**src/rtl/control_multiciclo_if.sv**
```systemverilog
// Control bus between the multicycle MIPS32 controller and its datapath.
// The controller is the master: it consumes opcode/zero and drives every select.
interface control_multiciclo_if #(
    parameter int SIZE_OP  = 6,
    parameter int SIZE_CNT = 32
);
    logic [SIZE_OP-1:0]  opcode;
    logic                zero;
    logic                pc_en;
    logic                ir_write;
    logic                mem_read;
    logic                mem_write;
    logic                iord;
    logic                reg_write;
    logic                reg_dst;
    logic                mem_to_reg;
    logic                alu_src_a;
    logic [1:0]          alu_src_b;
    logic [1:0]          alu_op;
    logic [1:0]          pc_source;
    logic                ext_unsigned;
    logic                illegal;
    logic [SIZE_CNT-1:0] instr_retired;
    logic [3:0]          state;

    modport master (
        input  opcode, zero,
        output pc_en, ir_write, mem_read, mem_write, iord, reg_write, reg_dst,
               mem_to_reg, alu_src_a, alu_src_b, alu_op, pc_source,
               ext_unsigned, illegal, instr_retired, state
    );

    modport slave (
        output opcode, zero,
        input  pc_en, ir_write, mem_read, mem_write, iord, reg_write, reg_dst,
               mem_to_reg, alu_src_a, alu_src_b, alu_op, pc_source,
               ext_unsigned, illegal, instr_retired, state
    );
endinterface

```
**src/rtl/control_multiciclo.sv**
```systemverilog
// Multicycle MIPS32 control FSM: sequences fetch/decode/execute/memory/writeback
// and drives the ArqMIPS32 datapath selects, including the immediate extension mode.
module control_multiciclo #(
    parameter int SIZE_OP  = 6,
    parameter int SIZE_CNT = 32
) (
    input  logic                 clk,
    input  logic                 rst_n,
    control_multiciclo_if.master bus
);

    typedef enum logic [3:0] {
        FETCH    = 4'd0,
        DECODE   = 4'd1,
        MEM_ADDR = 4'd2,
        MEM_RD   = 4'd3,
        MEM_WB   = 4'd4,
        MEM_WR   = 4'd5,
        R_EXEC   = 4'd6,
        R_WB     = 4'd7,
        BRANCH   = 4'd8,
        JUMP     = 4'd9,
        I_EXEC   = 4'd10,
        I_WB     = 4'd11,
        TRAP     = 4'd12
    } state_t;

    typedef struct packed {
        logic       pc_en;
        logic       ir_write;
        logic       mem_read;
        logic       mem_write;
        logic       iord;
        logic       reg_write;
        logic       reg_dst;
        logic       mem_to_reg;
        logic       alu_src_a;
        logic [1:0] alu_src_b;
        logic [1:0] alu_op;
        logic [1:0] pc_source;
    } ctl_t;

    localparam logic [SIZE_OP-1:0] OP_RTYPE = SIZE_OP'(6'h00);
    localparam logic [SIZE_OP-1:0] OP_J     = SIZE_OP'(6'h02);
    localparam logic [SIZE_OP-1:0] OP_BEQ   = SIZE_OP'(6'h04);
    localparam logic [SIZE_OP-1:0] OP_BNE   = SIZE_OP'(6'h05);
    localparam logic [SIZE_OP-1:0] OP_ADDI  = SIZE_OP'(6'h08);
    localparam logic [SIZE_OP-1:0] OP_SLTI  = SIZE_OP'(6'h0A);
    localparam logic [SIZE_OP-1:0] OP_ANDI  = SIZE_OP'(6'h0C);
    localparam logic [SIZE_OP-1:0] OP_ORI   = SIZE_OP'(6'h0D);
    localparam logic [SIZE_OP-1:0] OP_XORI  = SIZE_OP'(6'h0E);
    localparam logic [SIZE_OP-1:0] OP_LUI   = SIZE_OP'(6'h0F);
    localparam logic [SIZE_OP-1:0] OP_LW    = SIZE_OP'(6'h23);
    localparam logic [SIZE_OP-1:0] OP_SW    = SIZE_OP'(6'h2B);

    // Moore select pattern of each state; anything a state does not name stays 0.
    function automatic ctl_t decodeCtl(input state_t s);
        ctl_t c;
        c = '0;
        case (s)
            FETCH: begin
                c.pc_en     = 1'b1;
                c.ir_write  = 1'b1;
                c.mem_read  = 1'b1;
                c.alu_src_b = 2'b01;
            end
            DECODE:   c.alu_src_b = 2'b11;
            MEM_ADDR: begin
                c.alu_src_a = 1'b1;
                c.alu_src_b = 2'b10;
            end
            MEM_RD: begin
                c.mem_read = 1'b1;
                c.iord     = 1'b1;
            end
            MEM_WB: begin
                c.reg_write  = 1'b1;
                c.mem_to_reg = 1'b1;
            end
            MEM_WR: begin
                c.mem_write = 1'b1;
                c.iord      = 1'b1;
            end
            R_EXEC: begin
                c.alu_src_a = 1'b1;
                c.alu_op    = 2'b10;
            end
            R_WB: begin
                c.reg_write = 1'b1;
                c.reg_dst   = 1'b1;
            end
            BRANCH: begin
                c.alu_src_a = 1'b1;
                c.alu_op    = 2'b01;
                c.pc_source = 2'b01;
            end
            JUMP: begin
                c.pc_en     = 1'b1;
                c.pc_source = 2'b10;
            end
            I_EXEC: begin
                c.alu_src_a = 1'b1;
                c.alu_src_b = 2'b10;
                c.alu_op    = 2'b11;
            end
            I_WB:    c.reg_write = 1'b1;
            default: c = '0;
        endcase
        return c;
    endfunction

    state_t              state_q, state_d;
    ctl_t                ctl_q, ctlOut;
    logic                illegal_q;
    logic [SIZE_CNT-1:0] retired_q;
    logic                retire;
    logic                branchTaken;
    logic                isLogicalImm;

    always_comb begin
        state_d = state_q;
        case (state_q)
            FETCH:  state_d = DECODE;
            DECODE: begin
                if (bus.opcode == OP_RTYPE)
                    state_d = R_EXEC;
                else if (bus.opcode == OP_LW || bus.opcode == OP_SW)
                    state_d = MEM_ADDR;
                else if (bus.opcode == OP_BEQ || bus.opcode == OP_BNE)
                    state_d = BRANCH;
                else if (bus.opcode == OP_J)
                    state_d = JUMP;
                else if (bus.opcode == OP_ADDI || bus.opcode == OP_SLTI || isLogicalImm)
                    state_d = I_EXEC;
                else
                    state_d = TRAP;
            end
            MEM_ADDR: state_d = (bus.opcode == OP_LW) ? MEM_RD : MEM_WR;
            MEM_RD:   state_d = MEM_WB;
            R_EXEC:   state_d = R_WB;
            I_EXEC:   state_d = I_WB;
            MEM_WB, MEM_WR, R_WB, BRANCH, JUMP, I_WB: state_d = FETCH;
            TRAP:     state_d = TRAP;
            default:  state_d = FETCH;
        endcase
    end

    assign retire = (state_d == FETCH) &&
                    (state_q == MEM_WB || state_q == MEM_WR || state_q == R_WB ||
                     state_q == BRANCH || state_q == JUMP   || state_q == I_WB);

    // Selects are registered from the next state, so the reset value is the FETCH pattern.
    always_ff @(posedge clk or negedge rst_n) begin
        if (!rst_n) begin
            state_q   <= FETCH;
            ctl_q     <= decodeCtl(FETCH);
            illegal_q <= 1'b0;
            retired_q <= '0;
        end else begin
            state_q <= state_d;
            ctl_q   <= decodeCtl(state_d);
            if (state_d == TRAP)
                illegal_q <= 1'b1;
            if (retire)
                retired_q <= retired_q + 1'b1;
        end
    end

    assign isLogicalImm = (bus.opcode == OP_ANDI) || (bus.opcode == OP_ORI) ||
                          (bus.opcode == OP_XORI) || (bus.opcode == OP_LUI);
    assign branchTaken  = (bus.opcode == OP_BEQ) ? bus.zero : ~bus.zero;

    // Reset gates every select combinationally so nothing reaches the datapath mid-reset.
    assign ctlOut = rst_n ? ctl_q : '0;

    assign bus.pc_en         = rst_n & (ctl_q.pc_en | ((state_q == BRANCH) & branchTaken));
    assign bus.ir_write      = ctlOut.ir_write;
    assign bus.mem_read      = ctlOut.mem_read;
    assign bus.mem_write     = ctlOut.mem_write;
    assign bus.iord          = ctlOut.iord;
    assign bus.reg_write     = ctlOut.reg_write;
    assign bus.reg_dst       = ctlOut.reg_dst;
    assign bus.mem_to_reg    = ctlOut.mem_to_reg;
    assign bus.alu_src_a     = ctlOut.alu_src_a;
    assign bus.alu_src_b     = ctlOut.alu_src_b;
    assign bus.alu_op        = ctlOut.alu_op;
    assign bus.pc_source     = ctlOut.pc_source;
    assign bus.ext_unsigned  = (state_q != FETCH) && isLogicalImm;
    assign bus.illegal       = illegal_q;
    assign bus.instr_retired = retired_q;
    assign bus.state         = state_q;

endmodule

```
**src/flat_wrapper.sv**
```systemverilog
// flat-port wrapper written by rule: the top's interface ports become plain ports
module control_multiciclo_flat 
#(
    parameter int SIZE_OP  = 6,
    parameter int SIZE_CNT = 32
)
  (clk, rst_n, bus_opcode, bus_zero, bus_pc_en, bus_ir_write, bus_mem_read, bus_mem_write, bus_iord, bus_reg_write, bus_reg_dst, bus_mem_to_reg, bus_alu_src_a, bus_alu_src_b, bus_alu_op, bus_pc_source, bus_ext_unsigned, bus_illegal, bus_instr_retired, bus_state);
  control_multiciclo_if #(.SIZE_OP(SIZE_OP), .SIZE_CNT(SIZE_CNT)) bus_i ();
  input  logic clk;
  input  logic rst_n;
  input wire logic [$bits(bus_i.opcode)-1:0] bus_opcode;
  input wire logic [$bits(bus_i.zero)-1:0] bus_zero;
  output wire logic [$bits(bus_i.pc_en)-1:0] bus_pc_en;
  output wire logic [$bits(bus_i.ir_write)-1:0] bus_ir_write;
  output wire logic [$bits(bus_i.mem_read)-1:0] bus_mem_read;
  output wire logic [$bits(bus_i.mem_write)-1:0] bus_mem_write;
  output wire logic [$bits(bus_i.iord)-1:0] bus_iord;
  output wire logic [$bits(bus_i.reg_write)-1:0] bus_reg_write;
  output wire logic [$bits(bus_i.reg_dst)-1:0] bus_reg_dst;
  output wire logic [$bits(bus_i.mem_to_reg)-1:0] bus_mem_to_reg;
  output wire logic [$bits(bus_i.alu_src_a)-1:0] bus_alu_src_a;
  output wire logic [$bits(bus_i.alu_src_b)-1:0] bus_alu_src_b;
  output wire logic [$bits(bus_i.alu_op)-1:0] bus_alu_op;
  output wire logic [$bits(bus_i.pc_source)-1:0] bus_pc_source;
  output wire logic [$bits(bus_i.ext_unsigned)-1:0] bus_ext_unsigned;
  output wire logic [$bits(bus_i.illegal)-1:0] bus_illegal;
  output wire logic [$bits(bus_i.instr_retired)-1:0] bus_instr_retired;
  output wire logic [$bits(bus_i.state)-1:0] bus_state;
  assign bus_i.opcode = bus_opcode;
  assign bus_i.zero = bus_zero;
  assign bus_pc_en = bus_i.pc_en;
  assign bus_ir_write = bus_i.ir_write;
  assign bus_mem_read = bus_i.mem_read;
  assign bus_mem_write = bus_i.mem_write;
  assign bus_iord = bus_i.iord;
  assign bus_reg_write = bus_i.reg_write;
  assign bus_reg_dst = bus_i.reg_dst;
  assign bus_mem_to_reg = bus_i.mem_to_reg;
  assign bus_alu_src_a = bus_i.alu_src_a;
  assign bus_alu_src_b = bus_i.alu_src_b;
  assign bus_alu_op = bus_i.alu_op;
  assign bus_pc_source = bus_i.pc_source;
  assign bus_ext_unsigned = bus_i.ext_unsigned;
  assign bus_illegal = bus_i.illegal;
  assign bus_instr_retired = bus_i.instr_retired;
  assign bus_state = bus_i.state;
  control_multiciclo #(.SIZE_OP(SIZE_OP), .SIZE_CNT(SIZE_CNT)) u_core (.clk(clk), .rst_n(rst_n), .bus(bus_i));
endmodule
```
**config.mk**
```make
export PLATFORM = sky130hd
export DESIGN_NAME = control_multiciclo_flat
export DESIGN_NICKNAME = d
export VERILOG_FILES = /design/src/rtl/control_multiciclo_if.sv /design/src/rtl/control_multiciclo.sv /design/src/flat_wrapper.sv
export SDC_FILE = /design/constraint.sdc
export NUM_CORES = 1
export LEC_CHECK = 0
export CORE_ASPECT_RATIO = 1.5
export CORE_MARGIN = 1.5
export CORE_UTILIZATION = 50
export DETAILED_ROUTE_END_ITERATION = 8
export PLACE_DENSITY = 0.87
export SKIP_CTS_REPAIR_TIMING = 1
export SYNTH_ARGS = -nofsm -noshare
export SYNTH_HDL_FRONTEND = slang
export SYNTH_SLANG_ARGS = --single-unit
```
**constraint.sdc**
```tcl
create_clock -name clk -period 3.7 [get_ports clk]
set_input_delay 0.74 -clock clk [delete_from_list [all_inputs] [get_ports clk]]
set_output_delay 0.74 -clock clk [all_outputs]
set_load 0.05 [all_outputs]
```
==> run summary <==
fmax: 310 MHz
Post-Syn Instances: 241
via/cell ratio: 5.27
Die Y: 89.6 um
global route overflow: 0
Post-DP HPWL: 3.96 mm
CP required: 2.96 ns
status: finished, final reports clean
r2r startpoint: u_core.bus.state[3]
Clock power frac: 0.235
crit-path max FO: 7
worst skew pair latency: 0.31 ns
drt first pass iters: 4
Synth Area per Inst: 10.4 um^2
Seq cells post-synth: 52
Final Cycle Share: 0.872
synthesized area: 2500 um^2
Antenna Nets Post-Route: 0
Max-slew headroom: 0.593
worst r2r dst: u_core.bus.instr_retired[31]
type of destination of the critical path: primary output
Ports: 62
Pint: 1200 uW
Net Sw Power: 755 uW
starting density of the core: 0.519
Clk pin slew, worst setup/hold paths: 0.10 ns
worst-margin pin slew: 0.609 ns
Power Density: 588 nW/um^2
Max-cap violations: 0
Sw Share: 0.386
Pleak: 0.00151 uW
Tot Pwr: 1960 uW
Residual DRC: 0
RSZ-0062 raised after global routing: false
Worst Hold Class: input pin to async pin
TritonCTS sink count: 52
number of flops mapped to enable cells by yosys: 0
sequential power share: 0.392
fin crit period: 3.22 ns
# rows: 31
core area: 4810 um^2
Post-synth top flop: dfrtp_1
crit path to: bus_ext_unsigned
CTS Buf Count: 5
layout cells sized above 1: 0.0939
worst vdd ir: 0.437 mV
Critical Path AT: 2.48 ns
most frequent cells in the layout: clkdlybuf4s50_1, dfrtp_1, nor2_1
Seq/Total Area, Yosys: 0.523
routed len/inst: 13.7 um
Die W: 60.7 um
number of global-route vias before repair: 1,798
post-synth cell types: 45
Slew Viols, Final: 0
hold_ws: 0.380 ns
Area Overhead vs Synth: 33.3%
Clock Tree Buf Depth: 2
largest net degree at the start of global routing: 31
Via Count: 1,976
CP startpoint kind: input pin
1st-iter DRT viols: 60
yosys warns: 0
placer congestion estimate: 0.864
Die ar.: 5440 um^2
FFs w/ async S/R, synth: 1.00
Root Driver: clkbuf_8
GRT Total Usage: 0.195
Placement Cell Area: 3190 um^2
combinational group share of total power: 0.373
buffers added on ports: 61
first-pass GRT wire length: 7.87 mm
CP Class: input pin to primary output
Worst setup startpoint: bus_opcode[5]
final hold viol count: 0
Reg2Reg Depth: 5
FF-to-FF setup slack: 1.63 ns
CTS tree: built
most common cell after layout, fill and taps aside: clkdlybuf4s50_1
setup TNS: 0 ns
Worst Skew: 0.0105 ns
Post-Syn Nets: 251
H-Tree Depth: 2
final setup violation count: 0
Routed WL: 5.12 mm
initial antenna violation count: 0
fin nets: 318
cell area after layout: 3330 um^2
# diodes: 0
[power groups by stage]
| stage | Combinational, uW | Clock, uW | Sequential [uW] |
|---|---|---|---|
| detailed placement | 729 | 0 | 778 |
| global route | 782 | 487 | 779 |
| global placement | 720 | 0 | 772 |
| CTS | 733 | 466 | 767 |
| finish | 729 | 460 | 767 |
| floorplan | 375 | 0 | 893 |
[layout make-up]
type                       instances  area, um^2
fill                             389        1480
sequential                        52        1310
clock inverter                     3        68.8
clock buffer                       5        68.8
tap                               66        82.6
inverter                           9        33.8
timing repair buffer              67         648
multi-input combinational        173        1120
[through the flow]
step / setup WS, ns / utilization / instances
floorplan: 0.994 / - / 241
global placement: 0.536 / 0.663 / 367
detailed placement: 0.496 / 0.663 / 367
CTS: 0.490 / 0.692 / 375
global route: 0.419 / 0.692 / 375
finish: 0.475 / 0.692 / 375
[logic make-up (layout without fill, tap and decap cells)]
family                     count (synthesis)  count (layout)  synth area share
buffers and inverters                     16              84            0.0286
adders and majority gates                  1               1           0.00501
DFF                                       52              52             0.523
and+or+nand+nor                          112             112             0.244
xor gates and xnor gates                  35              35             0.126
muxes                                      1               1           0.00451
AOI/OAI and AO/OA                         24              24            0.0686
[worst min-delay path by stage]
stage	to	start	depth (start not counted)	slack, ns
after floorplan	u_core.bus.illegal	rst_n	0	0.44
after global placement	u_core.bus.illegal	u_core.bus.illegal	1	0.46
after detailed placement	u_core.bus.illegal	u_core.bus.illegal	1	0.46
after CTS	u_core.bus.instr_retired[5]	rst_n	1	0.39
after global routing	u_core.bus.instr_retired[3]	rst_n	1	0.41
final	u_core.bus.instr_retired[5]	rst_n	1	0.38
[routing by layer]
layer  global-route usage  wire length, um
met1                0.213             1990
met5                    0                0
met2                0.353             2790
met3               0.0376              206
met4               0.0929              137
[worst max-delay path, stage by stage]
cell             delay, ns
clkdlybuf4s50_1       0.51
nor2_1                0.22
and4_1                0.21
clkdlybuf4s50_1       0.80
[flip-flops by register name, summed over array words and instances (netlist names)]
| name | cells |
|---|---|
| u_core.ctl_q | 15 |
| u_core.bus.state | 4 |
| u_core.bus.instr_retired | 32 |
| u_core.bus.illegal | 1 |
[synth_stat cells, drive strengths merged (2+ instances only)]
cell	instances	share of area
dfrtp	48	0.48
nor2	24	0.037
xor2	18	0.063
xnor2	17	0.063
and2	16	0.040
nand2	14	0.021
nand3	14	0.028
and3	10	0.026
inv	9	0.014
nor3	9	0.018
nand4	7	0.024
o21ai	7	0.014
nor2b	5	0.013
a21oi	4	0.0095
buf	4	0.011
dfstp	4	0.042
clkbuf	3	0.0045
nand2b	3	0.0075
nor4	3	0.0075
and4	2	0.0070
nand4b	2	0.0070
o22ai	2	0.0050
Note: power is estimated with default switching activity, not from simulation.
